==> config.mk <==
export PLATFORM = sky130hd
export DESIGN_NAME = cache_fill_fsm
export DESIGN_NICKNAME = d
export VERILOG_FILES = /design/src/rtl/cache_fill_fsm.sv
export SDC_FILE = /design/constraint.sdc
export NUM_CORES = 1
export LEC_CHECK = 0
export CAP_MARGIN = 40
export CORE_MARGIN = 10
export CORE_UTILIZATION = 30
export DETAILED_ROUTE_END_ITERATION = 8
export GPL_TIMING_DRIVEN = 0
export HOLD_SLACK_MARGIN = 0.03
export SLEW_MARGIN = 40
export SYNTH_ARGS = -nofsm -noshare
export SYNTH_HDL_FRONTEND = slang
export SYNTH_SLANG_ARGS = --single-unit
==> constraint.sdc <==
create_clock -name clk -period 3 [get_ports clk]
set_input_delay 0.75 -clock clk [delete_from_list [all_inputs] [get_ports clk]]
set_output_delay 0.75 -clock clk [all_outputs]
set_load 0.01 [all_outputs]
==> src/rtl/cache_fill_fsm.sv <==
// Cache miss fill sequencer: fetches one WORDS-word block from pipelined memory and
// writes it into the data/tag arrays. Optional fill counter enabled by FILL_STATS_EN.
module cache_fill_fsm #(
  parameter int ADDR_W      = 16,
  parameter int WORDS       = 8,
  parameter int MEM_LATENCY = 4
) (
  input  logic              clk,
  input  logic              rst_n,
  input  logic              miss_detected,
  input  logic [ADDR_W-1:0] miss_address,
  input  logic              memory_data_valid,
  input  logic [15:0]       memory_data,
  output logic              mem_read_en,
  output logic [ADDR_W-1:0] memory_address,
  output logic              fsm_busy,
  output logic [6:0]        set_index,
  output logic [WORDS-1:0]  word_enable,
  output logic              write_data_array,
  output logic              write_tag_array,
  output logic [15:0]       data_out,
  output logic [15:0]       miss_count
);

  localparam int CNT_W = $clog2(WORDS) + 1;
  // Byte offset bits within a block: WORDS words of 2 bytes each.
  localparam int OFF_W = $clog2(WORDS) + 1;

  generate
    if (MEM_LATENCY < 1 || WORDS < 2) begin : g_param_check
      $error("cache_fill_fsm: MEM_LATENCY must be >= 1 and WORDS >= 2");
    end
  endgenerate

  typedef enum logic [0:0] {
    IDLE = 1'b0,
    FILL = 1'b1
  } state_t;

  state_t             r_state;
  state_t             w_state_next;
  logic [ADDR_W-1:0]  r_base;
  logic [ADDR_W-1:0]  r_last_addr;
  logic [6:0]         r_set_index;
  logic [CNT_W-1:0]   r_req_cnt;
  logic [CNT_W-1:0]   r_rsp_cnt;

  logic               w_req_active;
  logic [ADDR_W-1:0]  w_req_addr;
  logic               w_wr;
  logic               w_last;

  assign w_req_active = (r_state == FILL) && (r_req_cnt < CNT_W'(WORDS));
  assign w_req_addr   = r_base + (ADDR_W'(r_req_cnt) << 1);
  // Returns past the WORDS-th are dropped so a stray valid cannot overrun the line.
  assign w_wr         = (r_state == FILL) && memory_data_valid && (r_rsp_cnt < CNT_W'(WORDS));
  assign w_last       = w_wr && (r_rsp_cnt == CNT_W'(WORDS - 1));

  always_ff @(posedge clk or negedge rst_n) begin
    if (!rst_n) begin
      r_state     <= IDLE;
      r_base      <= '0;
      r_last_addr <= '0;
      r_set_index <= '0;
      r_req_cnt   <= '0;
      r_rsp_cnt   <= '0;
    end else begin
      r_state <= w_state_next;
      if (r_state == IDLE) begin
        if (miss_detected) begin
          r_base      <= {miss_address[ADDR_W-1:OFF_W], OFF_W'(0)};
          r_set_index <= miss_address[10:4];
          r_req_cnt   <= '0;
          r_rsp_cnt   <= '0;
        end
      end else begin
        if (w_req_active) begin
          r_req_cnt   <= r_req_cnt + 1'b1;
          r_last_addr <= w_req_addr;
        end
        if (w_wr) begin
          r_rsp_cnt <= r_rsp_cnt + 1'b1;
        end
      end
    end
  end

  always_comb begin
    w_state_next     = r_state;
    mem_read_en      = 1'b0;
    memory_address   = r_last_addr;
    fsm_busy         = 1'b0;
    word_enable      = '0;
    write_data_array = 1'b0;
    write_tag_array  = 1'b0;
    data_out         = '0;
    case (r_state)
      IDLE: begin
        if (miss_detected) begin
          w_state_next = FILL;
        end
      end
      FILL: begin
        fsm_busy = 1'b1;
        if (w_req_active) begin
          mem_read_en    = 1'b1;
          memory_address = w_req_addr;
        end
        if (w_wr) begin
          write_data_array = 1'b1;
          word_enable      = WORDS'(1) << r_rsp_cnt[CNT_W-2:0];
          data_out         = memory_data;
        end
        if (w_last) begin
          write_tag_array = 1'b1;
          w_state_next    = IDLE;
        end
      end
      default: w_state_next = IDLE;
    endcase
  end

  assign set_index = r_set_index;

`ifdef FILL_STATS_EN
  logic [15:0] r_miss_count;

  always_ff @(posedge clk or negedge rst_n) begin
    if (!rst_n) begin
      r_miss_count <= '0;
    end else if (w_last && (r_miss_count != 16'hFFFF)) begin
      r_miss_count <= r_miss_count + 16'd1;
    end
  end

  assign miss_count = r_miss_count;
`else
  assign miss_count = 16'h0000;
`endif

endmodule

==> metrics.yaml <==
numCtsBuffers: 5
vias: 1855
grt_pass1_vias: 1880
hold_viol_final: 0
grt_antenna_before_repair: 0
met1_usage_pct: 13.2
clkLatencyLatePin_ps: 290
routabilityCongestion: 0.740
drc: 0
status: "finished, final reports clean"
timing.final.crit_share_pct: 96.0
grt-busiest-layer: "met2"
ctsHoldBuffers: 0
cts_tree: "done"
leakage_nw: 1.63
avgSynthCellArea_um2: 8.77
avgRoutedWirePerCell_um: 14.3
grt_first_pass_wirelength_um: 9610
cap_viol_max_count: 0
critPathMaxStageDelay_ps: 540
holdWs_ps: 410
crit_path_start_kind: "register"
dieArea_mm2: 0.0105
layout_commonest_cell: "nand2_1"
grt-ovfl-total: 0
skew_ps: 7.91
antenna_left: 0
clk_path_buf_depth: 2
path_cells: "ha_2 > ha_4 > nand2_1 > or4_1 > a31oi_2 > clkdlybuf4s15_2"
wl_um: 6020
ios: 103
slew_viol_final: 0
slowest_stage: "or4_1"
first_iter_violations: 60
first_pass_iters: 4
synth_warnings: 0
grtUsageMet2_pct: 19.8
dp_hpwl_um: 4770
path_class: "register to output pin"
synthCells: 232
ff2ff_path_depth: 5
ys_ff_latch: 37
nets: 387
worstPathArrival_ps: 2130
ir_worst_vdd_mv: 0.343
start_util_pct: 31.5
clock_sinks: 37
final_cell_mix: "61 x nand2_1, 47 x clkdlybuf4s50_1, 34 x dfrtp_1, 30 x buf_4, 29 x dlygate4sd2_1"
placeableCoreArea_mm2: 0.00646
powerDensity_mw_per_mm2: 882
synth_cell_types: 27
crit_fanout: 4
fin_cells: 420
dpl.cell_count: 406
antenna_cells: 0
power_mw: 2.77
min_path_type: "primary input to asynchronous set/reset pin"
worst_ep_required_time_ps: 2250
clk_pin_slew_ps: 80
viasPerCell: 4.42
rows: 29
grt.met3_usage_pct: 5.47
port_buffers: 82
layout-drive-gt1-share_pct: 16.3
fmax_mhz: 347
worst_setup_path_end_kind: "output pin"
ys_seq_area_share_pct: 45.5
die_h_um: 102
rr_endpoint: "r_last_addr[14]$_DFF_PN0_"
area_growth_syn_to_layout_pct: 54.6
min_period_ps: 2880
root_buffer: "clkbuf_8"
grt_usage_pct: 11.7
timing.rr.start: "r_req_cnt[3]$_DFFE_PN0P_"
setup-violations-final: 0
fp.dieW_um: 102
rrSetupSlack_ps: 1330
syn_area_mm2: 0.00203
ctsHtreeMaxLevel: 2
grt_max_degree: 38
-- cell usage after synthesis --
| master | n | share of area (%) |
|---|---|---|
| a31oi_1 | 8 | 2.5 |
| nand2b_1 | 2 | 0.61 |
| nand2_1 | 61 | 11 |
| xor2_1 | 3 | 1.3 |
| buf_4 | 23 | 8.5 |
| o31ai_1 | 4 | 1.5 |
| nand3b_1 | 2 | 0.74 |
| o21ai_0 | 11 | 2.7 |
| clkbuf_1 | 7 | 1.3 |
| and2_1 | 19 | 5.8 |
| nand4_4 | 1 | 1.0 |
| nor2b_1 | 1 | 0.31 |
| or4_1 | 3 | 1.1 |
| and3_1 | 7 | 2.2 |
| or3_1 | 2 | 0.61 |
| or3_2 | 2 | 0.74 |
| conb_1 | 1 | 0.18 |
| nand3_1 | 9 | 2.2 |
| dfrtp_1 | 37 | 46 |
| xnor2_1 | 1 | 0.43 |
| ha_1 | 9 | 5.5 |
| o22ai_1 | 1 | 0.31 |
| nand4_1 | 1 | 0.31 |
| inv_1 | 7 | 1.3 |
| buf_1 | 1 | 0.18 |
| nor2_1 | 8 | 1.5 |
| o41ai_1 | 1 | 0.43 |
-- worst max path at each step --
stage / from / endpoint / slack, ps / depth (start not counted)
finish: r_req_cnt[3]$_DFFE_PN0P_ / memory_address[14] / 120 / 6
detailed placement: memory_data_valid / data_out[10] / -410 / 6
global placement: memory_data_valid / data_out[10] / -420 / 6
floorplan: r_req_cnt[3]$_DFFE_PN0P_ / memory_address[14] / 630 / 5
global route: r_req_cnt[3]$_DFFE_PN0P_ / memory_address[15] / -10 / 5
CTS: r_req_cnt[3]$_DFFE_PN0P_ / memory_address[14] / 4 / 6
-- sequential cells by signal (all words and copies together) (netlist names) --
signal / count
r_req_cnt: 4
r_last_addr: 16
r_rsp_cnt: 4
r_base: 6
set_index: 6
r_state: 1
-- critical path, delay by kind of cell, from the launching register on --
family,cells,cell delay (ps)
compound gates,1,180
simple gates,2,640
flops,1,390
buf+inv,1,250
fa+ha+maj,2,390
-- report_power, final --
group          switching (mW)  internal, mW
clock                   0.183         0.160
sequential              0.217         0.731
combinational           0.718         0.765
total                    1.12          1.66
-- kinds of logic (layout without fill, tap and decap cells) --
family | Yosys count | count (layout) | synth area share, %
AO/OA/AOI/OAI | 25 | 25 | 7.38
XOR/XNOR | 4 | 4 | 1.72
adder cells (fa/ha/maj) | 9 | 9 | 5.54
buffers and inverters | 38 | 134 | 11.3
flip-flops | 37 | 37 | 45.5
other | 1 | 16 | 0.184
AND/OR/NAND/NOR | 118 | 118 | 28.4
-- per-layer routing --
metal  vias up  wire length [um]
li1        945                 -
met1       852              2440
met2        58              3040
met3         0               542
met4         0                 0
met5         -                 0
-- metrics by stage --
stage / setup WS, ps / instance area, um2 / TNS [ps] / utilization (%)
after floorplan: 631 / 2090 / 0 / -
after global placement: -424 / 3010 / -8260 / 46.6
after detailed placement: -410 / 3010 / -8070 / 46.5
after CTS: 3.81 / 3120 / 0 / 48.3
after global routing: -13.2 / 3150 / -13.2 / 48.7
final: 121 / 3150 / 0 / 48.7
-- what timing repair did --
item,in CTS,in global routing
endpoints found under the setup margin,38,10
resized for setup,46,10
pin swaps,0,1
setup buffers,5,1
gates cloned,0,0
-- final cells by class --
cell class / count / area [um2]
well taps: 77 / 96.3
multi-input cells: 172 / 962
inverters: 7 / 26.3
repair buffers: 88 / 831
fillers: 658 / 3310
flip-flops and latches: 37 / 930
plain buffers: 31 / 214
clock inverters: 3 / 17.5
clock buffers: 5 / 68.8
No activity file was read; power rests on OpenSTA's default activity.
